### src/rtl/mem_port_arb_pkg.sv
// Shared types and default widths for the unified IF/MEM memory port arbiter.
package mem_port_arb_pkg;

  localparam int unsigned ADDR_W_DEF  = 32;
  localparam int unsigned DATA_W_DEF  = 32;
  localparam int unsigned TMO_CYC_DEF = 64;

  typedef enum logic [2:0] {
    IDLE    = 3'd0,
    IF_REQ  = 3'd1,
    IF_WAIT = 3'd2,
    DM_REQ  = 3'd3,
    DM_WAIT = 3'd4
  } arb_state_t;

  typedef enum logic {
    OWN_IF = 1'b0,
    OWN_DM = 1'b1
  } owner_t;

endpackage

### src/rtl/mem_port_arb_wdog.sv
// Transaction watchdog: counts busy cycles, expires on the TMO_CYC-th one.
// Instantiated by mem_port_arbiter only when MEM_PORT_ARB_TMO_EN is defined.
module mem_port_arb_wdog #(
  parameter int unsigned TMO_CYC = 64
) (
  input  logic clk,
  input  logic rst_n,
  input  logic i_run,
  input  logic i_clr,
  output logic o_expire
);

  localparam int unsigned CntW = (TMO_CYC > 1) ? $clog2(TMO_CYC) : 1;

  logic [CntW-1:0] r_cnt;

  // Count value 0 is the first busy cycle, so TMO_CYC-1 marks the last allowed one.
  assign o_expire = i_run & (r_cnt == CntW'(TMO_CYC - 1));

  always_ff @(posedge clk) begin
    if (!rst_n || i_clr) begin
      r_cnt <= '0;
    end else if (i_run && !o_expire) begin
      r_cnt <= r_cnt + CntW'(1);
    end
  end

endmodule

### src/rtl/mem_port_arbiter.sv
// Shares one memory port between fetch and load/store, one transaction at a time.
// Define MEM_PORT_ARB_TMO_EN to add the watchdog and sticky err output.
module mem_port_arbiter
  import mem_port_arb_pkg::*;
#(
  parameter int unsigned ADDR_W  = ADDR_W_DEF,
  parameter int unsigned DATA_W  = DATA_W_DEF,
  parameter int unsigned TMO_CYC = TMO_CYC_DEF
) (
  input  logic                clk,
  input  logic                rst_n,
  input  logic                if_req,
  input  logic [ADDR_W-1:0]   if_addr,
  input  logic                if_flush,
  output logic                if_valid,
  output logic [DATA_W-1:0]   if_rdata,
  input  logic                dm_req,
  input  logic                dm_we,
  input  logic [DATA_W/8-1:0] dm_be,
  input  logic [ADDR_W-1:0]   dm_addr,
  input  logic [DATA_W-1:0]   dm_wdata,
  output logic                dm_valid,
  output logic [DATA_W-1:0]   dm_rdata,
  output logic                mem_req,
  output logic                mem_we,
  output logic [DATA_W/8-1:0] mem_be,
  output logic [ADDR_W-1:0]   mem_addr,
  output logic [DATA_W-1:0]   mem_wdata,
  input  logic                mem_gnt,
  input  logic                mem_rvalid,
  input  logic [DATA_W-1:0]   mem_rdata,
  output logic                stall_if,
  output logic                stall_mem,
`ifdef MEM_PORT_ARB_TMO_EN
  output logic                err,
`endif
  output logic                busy
);

  arb_state_t          r_state;
  arb_state_t          w_state_d;
  logic                r_drop;
  logic                w_drop_d;
  logic                r_we;
  logic [DATA_W/8-1:0] r_be;
  logic [ADDR_W-1:0]   r_addr;
  logic [DATA_W-1:0]   r_wdata;
  logic                w_start_if;
  logic                w_start_dm;
  logic                w_in_req;
  logic                w_in_wait;
  owner_t              w_owner;
  logic                w_if_resp;
  logic                w_dm_resp;
  logic                w_expire;

  assign w_in_req  = (r_state == IF_REQ) || (r_state == DM_REQ);
  assign w_in_wait = (r_state == IF_WAIT) || (r_state == DM_WAIT);
  assign w_owner   = ((r_state == DM_REQ) || (r_state == DM_WAIT)) ? OWN_DM : OWN_IF;
  assign busy      = (r_state != IDLE);

  always_comb begin
    w_state_d  = r_state;
    w_drop_d   = r_drop;
    w_start_if = 1'b0;
    w_start_dm = 1'b0;
    unique case (r_state)
      IDLE: begin
        if (dm_req) begin
          w_state_d  = DM_REQ;
          w_start_dm = 1'b1;
        end else if (if_req && !if_flush) begin
          w_state_d  = IF_REQ;
          w_start_if = 1'b1;
        end
      end
      IF_REQ: begin
        if (if_flush) w_drop_d = 1'b1;
        if (mem_gnt)  w_state_d = IF_WAIT;
      end
      IF_WAIT: begin
        if (if_flush)   w_drop_d = 1'b1;
        if (mem_rvalid) w_state_d = IDLE;
      end
      DM_REQ: begin
        if (mem_gnt) w_state_d = DM_WAIT;
      end
      DM_WAIT: begin
        if (mem_rvalid) w_state_d = IDLE;
      end
      default: w_state_d = IDLE;
    endcase
    if (w_expire) w_state_d = IDLE;
    if (w_state_d == IDLE) w_drop_d = 1'b0;
  end

  always_ff @(posedge clk) begin
    if (!rst_n) begin
      r_state <= IDLE;
      r_drop  <= 1'b0;
      r_we    <= 1'b0;
      r_be    <= '0;
      r_addr  <= '0;
      r_wdata <= '0;
    end else begin
      r_state <= w_state_d;
      r_drop  <= w_drop_d;
      if (w_start_dm) begin
        r_we    <= dm_we;
        r_be    <= dm_be;
        r_addr  <= dm_addr;
        r_wdata <= dm_wdata;
      end else if (w_start_if) begin
        r_we    <= 1'b0;
        r_be    <= {(DATA_W/8){1'b1}};
        r_addr  <= if_addr;
        r_wdata <= '0;
      end
    end
  end

  // Request fields are only presented while a request is pending.
  assign mem_req   = w_in_req;
  assign mem_we    = w_in_req & r_we;
  assign mem_be    = w_in_req ? r_be : '0;
  assign mem_addr  = w_in_req ? r_addr : '0;
  assign mem_wdata = w_in_req ? r_wdata : '0;

  assign w_if_resp = busy && (w_owner == OWN_IF) && ((w_in_wait && mem_rvalid) || w_expire);
  assign w_dm_resp = busy && (w_owner == OWN_DM) && ((w_in_wait && mem_rvalid) || w_expire);

  assign if_valid  = w_if_resp & ~r_drop & ~if_flush;
  assign dm_valid  = w_dm_resp;
  assign if_rdata  = (if_valid && !w_expire) ? mem_rdata : '0;
  assign dm_rdata  = (dm_valid && !w_expire) ? mem_rdata : '0;
  assign stall_if  = if_req & ~if_valid;
  assign stall_mem = dm_req & ~dm_valid;

`ifdef MEM_PORT_ARB_TMO_EN
  logic r_err;

  mem_port_arb_wdog #(
    .TMO_CYC (TMO_CYC)
  ) u_wdog (
    .clk      (clk),
    .rst_n    (rst_n),
    .i_run    (busy),
    .i_clr    (~busy),
    .o_expire (w_expire)
  );

  always_ff @(posedge clk) begin
    if (!rst_n) begin
      r_err <= 1'b0;
    end else if (w_expire) begin
      r_err <= 1'b1;
    end
  end

  assign err = r_err;
`else
  logic w_unused_tmo;

  assign w_expire     = 1'b0;
  assign w_unused_tmo = ^TMO_CYC;
`endif

endmodule

### config.mk
export PLATFORM = sky130hd
export DESIGN_NAME = mem_port_arbiter
export DESIGN_NICKNAME = d
export VERILOG_FILES = /design/src/rtl/mem_port_arb_pkg.sv /design/src/rtl/mem_port_arb_wdog.sv /design/src/rtl/mem_port_arbiter.sv
export SDC_FILE = /design/constraint.sdc
export NUM_CORES = 1
export LEC_CHECK = 0
export BUFFER_PORTS_ARGS = -buffer_cell sky130_fd_sc_hd__buf_2
export CORE_ASPECT_RATIO = 0.6
export CORE_UTILIZATION = 39
export CTS_BUF_LIST = sky130_fd_sc_hd__clkbuf_4 sky130_fd_sc_hd__clkbuf_8
export DETAILED_ROUTE_END_ITERATION = 6
export PLACE_DENSITY = 0.8
export SYNTH_ARGS = -nofsm -noshare
export SYNTH_HDL_FRONTEND = slang
export SYNTH_SLANG_ARGS = --single-unit
### constraint.sdc
create_clock -name clk -period 1.4 [get_ports clk]
set_clock_uncertainty 0.1 [all_clocks]
set_input_delay 0.07 -clock clk [delete_from_list [all_inputs] [get_ports clk]]
set_output_delay 0.07 -clock clk [all_outputs]
set_load 0.005 [all_outputs]
# Word-level counts from Yosys, hierarchy flattened
# Cells that the tools add are included.
# W data, S select, Z words.
classes:
  eq_ne: 4
  mux: 25
  bitwise: 11
  reduce_logical: 18
ops:
  columns: ["operator", "n"]
  rows:
  - ["$mux W32", 8]
  - ["$mux W3", 5]
  - ["$mux W4", 3]
  - ["$pmux W3 S4", 1]
  - ["$mux W1", 8]
  - ["$eq A3 B2 Y1 const B", 2]
  - ["$logic_and A1 B1 Y1", 6]
  - ["$logic_not A3 Y1", 2]
  - ["$not A1 Y1", 6]
  - ["$reduce_or A2 Y1", 3]
  - ["$and A1 B1 Y1", 5]
  - ["$eq A3 B1 Y1 const B", 1]
  - ["$eq A3 B3 Y1 const B", 1]
  - ["$logic_or A1 B1 Y1", 3]
  - ["$reduce_bool A3 Y1", 1]
  - ["$reduce_and A2 Y1", 1]
  - ["$reduce_bool A2 Y1", 1]
  - ["$logic_not A1 Y1", 1]
word_totals:
  reg_bits: 73
  inputBits: 140
  elab_cells: 64

# Longest topological paths before layout
# Gate-level depths: netlist of run 1.
depth:
  word_depth: 10
  depth_mapped: 6
  mapped_depth_nobuf: 5

# Worst setup path before layout of run 1
# OpenSTA, ideal clock, no wires.
synth_timing:
  kind: "register to register"
  from: "register r_state[1]"
  to: "register r_addr[17]"
  setup_ns: 0.128
  arrival_time_ns: 1.259
  setup_slack_ns: -0.086
  stages_incl_launch_ff: 6
  n_path_buf: 1
  period_less_slack_ns: 1.486
  cell_sequence: "dfxtp_1 > nor3_2 > o21ai_2 > buf_6 > a222oi_1 > nor2_1"
synth_via:
  elab_chain_cells: 3
  word_cells_on_any_way: 5
synth_lines:
  columns: ["element", "line_no", "text"]
  rows:
  - ["start, declared", "mem_port_arbiter.sv:40", "arb_state_t r_state;"]
  - ["start signal, assigned", "mem_port_arbiter.sv:106", "r_state <= w_state_d;"]
  - ["$logic_not A3 Y1 *", "mem_port_arbiter.sv:67", "unique case (r_state)"]
  - ["$mux W1", "mem_port_arbiter.sv:67", null]
  - ["$mux W32 / $reduce_bool A2 Y1 (equally long branches)", null, null]
  - ["end signal, assigned", "mem_port_arbiter.sv:111", "r_addr <= dm_addr;"]
  - ["end signal, assigned", "mem_port_arbiter.sv:116", "r_addr <= if_addr;"]
  - ["end, declared", "mem_port_arbiter.sv:46", "logic [ADDR_W-1:0] r_addr;"]
# Mark *: on every way between the ends. The rest lies on a longest branch, timed or not.
# A chain may end at the register's enable or synchronous reset.

# Worst setup path after layout of run 1
layout_timing:
  from: "register r_state[2]"
  to: "output if_rdata[17]"
layout_via:
  elab_chain_cells: 9
  word_cells_on_any_way: 14
layout_lines:
  columns: ["element", "line_no", "text"]
  rows:
  - ["$eq A3 B2 Y1 / $eq A3 B3 Y1 (equally long branches)", "mem_port_arbiter.sv:59, mem_port_arbiter.sv:58", null]
  - ["$logic_or A1 B1 Y1", "mem_port_arbiter.sv:59", "assign w_owner = ((r_state == DM_REQ) || (r_state == DM_WAIT)) ? OWN_DM : OWN_IF;"]
  - ["$mux W1", "mem_port_arbiter.sv:59", null]
  - ["$not A1 Y1", "mem_port_arbiter.sv:129", "assign w_if_resp = busy && (w_owner == OWN_IF) && ((w_in_wait && mem_rvalid) || w_expire);"]
  - ["$logic_and A1 B1 Y1", "mem_port_arbiter.sv:129", null]
  - ["$logic_and A1 B1 Y1 *", "mem_port_arbiter.sv:129", null]
  - ["$and A1 B1 Y1 * (2 in series)", "mem_port_arbiter.sv:132", "assign if_valid = w_if_resp & ~r_drop & ~if_flush;"]
  - ["$mux W32 *", "mem_port_arbiter.sv:134", "assign if_rdata = (if_valid && !w_expire) ? mem_rdata : '0;"]
  - ["end, declared", "mem_port_arbiter.sv:16", "output logic [DATA_W-1:0] if_rdata,"]
# Marked as above.

==> results.toml, run 1 <==
[synth]
syn_inst = 474
synth_warnings = 0
synth_seq_area_share_pct = 36.5
syn_nets = 614
postSynthAreaPerCell_um2 = 8.44
yosys.cell_types.count = 31
syn_area_um2 = 4000
ys_ff_latch = 73

[power_and_ir_drop]
pwr-share-comb_pct = 45.2
p_seq_share_pct = 33.1
internal_power_w = 0.00502
p_sw_share_pct = 35.0
power_density_nw_per_um2 = 838
ir_drop_mv = 0.711
p_switching_w = 0.00270
leakagePower_nw = 4.29
clkPwrFrac_pct = 21.6

[place]
dp_slack_ps = -205
io_buffers = 278
gp_congestion = 0.900
dp_hpwl_mm = 9.99
post-place-cells = 882

[hold_path]
worstHoldPathType = "input pin to register"
hold_path_depth = 3

[global_routing]
antenna_found_initial = 3
grt.total_usage_pct = 32.3
grt_pass1_wl_mm = 26.7
grt-ovfl-total = 0
grt_max_degree = 59
grt_pass1_vias = 5328

[worst_setup_path]
cp-start-kind = "register"
worst_setup_path_end_kind = "output port"
required_ps = 1230
crit_type = "register to output port"
arrival_ps = 1740
r2r_slack_ps = -480
worst-path-max-fanout = 17
rr_worst_depth = 7

[timing]
rsz0062_at_grt = "true"
slew_violations = 0
timing.final.crit_period_ps = 1910
fmax_ghz = 0.523
post-route-period-util_pct = 137
setup_viol = 212
tightest_slew_ps = 353
finalHoldViolations = 0
setup_ws_ps = -513
relSlewSlack_pct = 76.4

[floorplan]
coreArea_um2 = 9910
dieHeight_um = 80.4
io_pins = 279
num_rows = 28
die_area_um2 = 10700
start_util_pct = 40.3
die_x_um = 133

[final_layout]
finalNonFillerCells = 1061
final_nets = 1056
drive_above_1_share_pct = 64.5
syn_to_final_growth_pct = 130

[route]
drtIter0Drc = 557
antenna_left = 0
wl_per_cell_um = 24.7
routed_via_density = 5.84
drcViolationCount = 0
dr.pass1.iters = 6
vias = 6197
wl_mm = 26.2

[clock_network]
cts.path.max_buffers = 2
htreeDepth = 3
clk_pin_slew_ps = 80
root_buffer = "clkbuf_8"
cts_sinks = 73
cts_buffers = 9
cts_tree = "yes"
clock_latency_ps = 350

[outcome]
outcome = "finished with violations"
violations = "negative setup slack"

[job]
cap_violations = 0
-- Yosys cell counts --
master    count  share of area (%)
a41o_1        1               0.25
buf_2         6               0.75
dfxtp_1      73                 37
a311oi_2     26                9.8
nor3_2        1               0.25
nand3_2       1               0.25
buf_6         8                2.3
o21ai_2       1               0.22
a31o_2        1               0.22
nand2b_1      2               0.31
a222oi_1      2               0.50
nor2_1       50                4.7
o221a_2       4                1.1
a211oi_1      1               0.19
nor2_2        1               0.16
inv_1         4               0.38
xor2_1        1               0.22
and3_1        2               0.31
nor4_4        1               0.53
and2_1      136                 21
nor3b_1       1               0.19
o311a_1       1               0.25
nand2_1      64                6.0
o21a_1        1               0.19
nor2b_1      18                2.8
a311oi_1      4               0.88
o21ai_1       1               0.13
o22ai_1       1               0.16
a22oi_1      33                6.2
clkbuf_1     24                2.3
buf_4         4               0.75
-- cell usage in the layout (no fill, tap or decap), types with 4 or more instances in the layout --
cell / count
a22oi_2: 33
a311oi_2: 29
and2_1: 51
and2_4: 85
buf_12: 20
buf_2: 192
buf_4: 32
buf_6: 106
clkbuf_16: 16
clkbuf_8: 13
dfxtp_1: 70
diode_2: 5
dlygate4sd3_1: 102
nand2_1: 54
nand2_2: 5
nand2_4: 4
nor2_1: 23
nor2_2: 5
nor2_4: 23
nor2b_1: 18
o221a_4: 4
-- cell families (layout without fill, tap and decap cells) --
group,Yosys count,count (layout),synth area share (%)
flops,73,73,36.5
buf+inv,46,493,6.38
simple gates,277,277,36.8
other cells,0,5,0
xor+xnor,1,1,0.219
compound gates,77,77,20.1
-- state kept, by name (all words and copies together), names as in the netlist --
signal / cells
r_addr: 32
r_be: 4
r_drop: 1
r_state: 3
r_wdata: 32
r_we: 1
-- stage by stage --
stage               utilization, %  hold WS [ps]  TNS (ps)  area (µm²)  total power, W
finish                        92.9          45.6    -89450        9210         0.00772
global route                  92.8          31.4    -99090        9200         0.00793
CTS                           74.0          18.4    -69130        7340         0.00621
detailed placement            57.7           217    -15390        5720         0.00415
global placement              57.7           205     -6730        5720         0.00406
floorplan                        -          98.2     -1.09        4020         0.00346
-- worst max-delay path: stages, from the launching register on --
cell	delay (ps)
dfxtp_2	330
buf_6	120
inv_8	60
nand2_4	50
nor4_4	220
buf_4	170
buf_12	140
and2_1	160
buf_2	130
-- layout make-up --
class                   instances  area, µm²
repair buffers                473       4320
multi-input cells             355       3000
flip-flops and latches         73       1470
fillers                       361        708
clock buffers                  14        186
well taps                     135        169
inverters                       4       37.5
diodes                          5       12.5
clock inverters                 2       10.0
-- power groups by stage --
stage	logic (W)	clock network [W]	registers [W]
6_report	0.00349	0.00167	0.00256
3_5_place_dp	0.00167	0	0.00248
3_3_place_gp	0.00160	0	0.00246
4_1_cts	0.00212	0.00166	0.00243
5_1_grt	0.00360	0.00177	0.00256
2_1_floorplan	0.00102	0	0.00244
-- path summary, 6_finish.rpt --
check,to,from
max,if_rdata[17],r_state[2]
min,r_addr[5],rst_n
max reg2reg,r_addr[21],r_state[0]
min reg2reg,r_addr[10],r_addr[10]
-- timing repair --
item / 4_1_cts / 5_1_grt
pin swaps: 7 / 119
resized for setup: 29 / 308
gates cloned: 7 / 24
endpoints found under the setup margin: 206 / 210
setup buffers: 11 / 20
hold buffers: 102 / 0
endpoints found under the hold margin: 70 / 0
-- per-layer routing --
| layer | track usage [%] | part of all wire [%] | wire [µm] |
|---|---|---|---|
| met2 | 60.2 | 47 | 12300 |
| met3 | 8.78 | 11 | 2840 |
| met4 | 20.6 | 8.3 | 2180 |
| met5 | 0 | 0 | 0 |
| met1 | 32.7 | 34 | 8800 |
No activity file was read; power rests on OpenSTA's default activity.
==> run 2: changes to the inputs <==
Settings changed: CORE_UTILIZATION 39 to 38, CTS_BUF_LIST sky130_fd_sc_hd__clkbuf_4 sky130_fd_sc_hd__clkbuf_8 to default, PLACE_DENSITY 0.8 to 0.78, REMOVE_ABC_BUFFERS from default to 1.
==> results.toml, run 2 (synthesis results as in run 1) <==
[outcome]
outcome = "finished with violations"
violations = "negative hold slack, negative setup slack"

[worst_setup_path]
crit_top_cell = "buf_6"
worst-path-max-fanout = 17
crit_type = "register to output port"
crit_chain = "buf_6, nand2_4, nor4_4, buf_6, buf_12, and2_1, buf_2"
max_stage_delay_ps = 360
rr_startpoint = "r_state[0]"
worst_setup_path_end_kind = "output port"
arrival_ps = 1690
cp-start-kind = "register"
startpoint = "r_state[1]"
required_ps = 1230
cpMaxStageDelayCell = "dfxtp_2"

[floorplan]
num_rows = 28
io_pins = 279
dieHeight_um = 81.5
die_area_um2 = 11000
coreArea_um2 = 10100
start_util_pct = 39.8
die_x_um = 134

[final_layout]
finalNonFillerCells = 1047
mostFrequentLayoutCell = "buf_2"
reg_top3 = "r_addr x32, r_wdata x32, r_be x4"
finish.utilization_pct = 84.6
final_cell_mix = "buf_2 (242), dlygate4sd3_1 (101), and2_1 (97), dfxtp_1 (70), nand2_1 (62)"
drive_above_1_share_pct = 55.0
syn_to_final_growth_pct = 113
stdcell_area_um2 = 8510
final_nets = 1046

[place]
dp_hpwl_mm = 9.60
post-place-cells = 875
dpl_cell_area_um2 = 5670
gp_congestion = 0.881
io_buffers = 278

[clock_network]
root_buffer = "clkbuf_16"
htreeDepth = 3
cts_tree = "yes"
cts.path.max_buffers = 2
cts_sinks = 73
clock_latency_ps = 320
clk_pin_slew_ps = 50
cts_buffers = 9

[global_routing]
grt_pass1_vias = 4970
grt.total_usage_pct = 29.9
grt_pass1_wl_mm = 25.1
grt-ovfl-total = 0
antenna_found_initial = 0
grt_max_degree = 51

[route]
antenna_left = 0
dr.pass1.iters = 5
wl_per_cell_um = 21.1
vias = 5747
wl_mm = 22.1
routed_via_density = 5.49
drcViolationCount = 0
drtIter0Drc = 574

[timing]
rsz0062_at_grt = "true"
post-route-period-util_pct = 133
setup_ws_ps = -463
relSlewSlack_pct = 69.5
tns_ps = -68710
timing.final.crit_period_ps = 1860
finalHoldViolations = 1
tightest_slew_ps = 456
slew_violations = 0
fmax_ghz = 0.537
setup_viol = 211
whs_ps = -3.71

[hold_path]
holdCritStartpoint = "mem_gnt"
worstHoldPathType = "input pin to register"

[power_and_ir_drop]
leakagePower_nw = 4.11
ir_drop_mv = 0.794
fin_total_pwr_w = 0.00811
power_density_nw_per_um2 = 954

[job]
cap_violations = 0
## run 2: cell types whose count changed in the layout (fill, tap and decap cells not counted), moves of 5 or more
cell / previous run / this run
buf_2: 192 / 242
nor2_4: 23 / 0
and2_1: 51 / 97
nand2_1: 54 / 62
buf_6: 106 / 44
clkbuf_8: 13 / 1
buf_4: 32 / 37
nor2_1: 23 / 50
clkbuf_16: 16 / 22
nand2_2: 5 / 0
and2_4: 85 / 39
## run 2: final timing paths
path                        to  slack, ps  cells after the start
setup / recovery  if_rdata[21]       -460                      7
hold / removal      r_state[0]         -4                      3
setup reg to reg    r_addr[13]       -370                      7
hold reg to reg     r_wdata[9]        400                      2
## run 2: worst max-delay path, delay by kind of cell (launching register included)
family / cells / cell delay [ps]
buffers and inverters: 4 / 580
AND/OR/NAND/NOR: 3 / 430
flip-flops: 1 / 360
## run 2: metrics by stage
stage,hold WS [ps],worst slack [ps]
5_1_grt,14.7,-524
6_report,-3.71,-463
3_3_place_gp,207,-72.7
3_5_place_dp,216,-216
4_1_cts,7.68,-431
2_1_floorplan,91.7,-1280
## run 2: area by class of cell
| cell class | instances | area, µm² |
|---|---|---|
| repair inverters | 1 | 8.76 |
| repair buffers | 462 | 3870 |
| clock inverters | 4 | 76.3 |
| clock buffers | 12 | 246 |
| flip-flops and latches | 73 | 1470 |
| multi-input cells | 355 | 2630 |
| fillers | 512 | 1550 |
| well taps | 135 | 169 |
| diodes | 1 | 2.50 |
| inverters | 4 | 30.0 |
## run 2: repair_timing
item / in CTS / in global routing
pin swaps: 11 / 25
hold endpoints to repair: 69 / 0
gates resized for setup: 36 / 121
setup endpoints to repair: 209 / 211
buffers inserted: 8 / 24
cloned: 10 / 15
hold buffers: 101 / 0
## run 2: power breakdown
| group | internal, W | total [W] | leakage (nW) | switching (W) |
|---|---|---|---|---|
| Clock | 0.00161 | 0.00251 | 0.153 | 0.000895 |
| Combinational | 0.00171 | 0.00312 | 3.36 | 0.00142 |
| Sequential | 0.00231 | 0.00248 | 0.603 | 0.000167 |
## run 2: layer usage
| metal | part of all wire, % | GRT usage (%) | wire length, µm | vias to the layer above |
|---|---|---|---|---|
| li1 | - | - | - | 2461 |
| met1 | 38 | 37.2 | 8410 | 2688 |
| met2 | 48 | 50.9 | 10600 | 490 |
| met3 | 10 | 6.73 | 2210 | 108 |
| met4 | 4.1 | 11.7 | 911 | 0 |
| met5 | 0 | 0 | 0 | - |
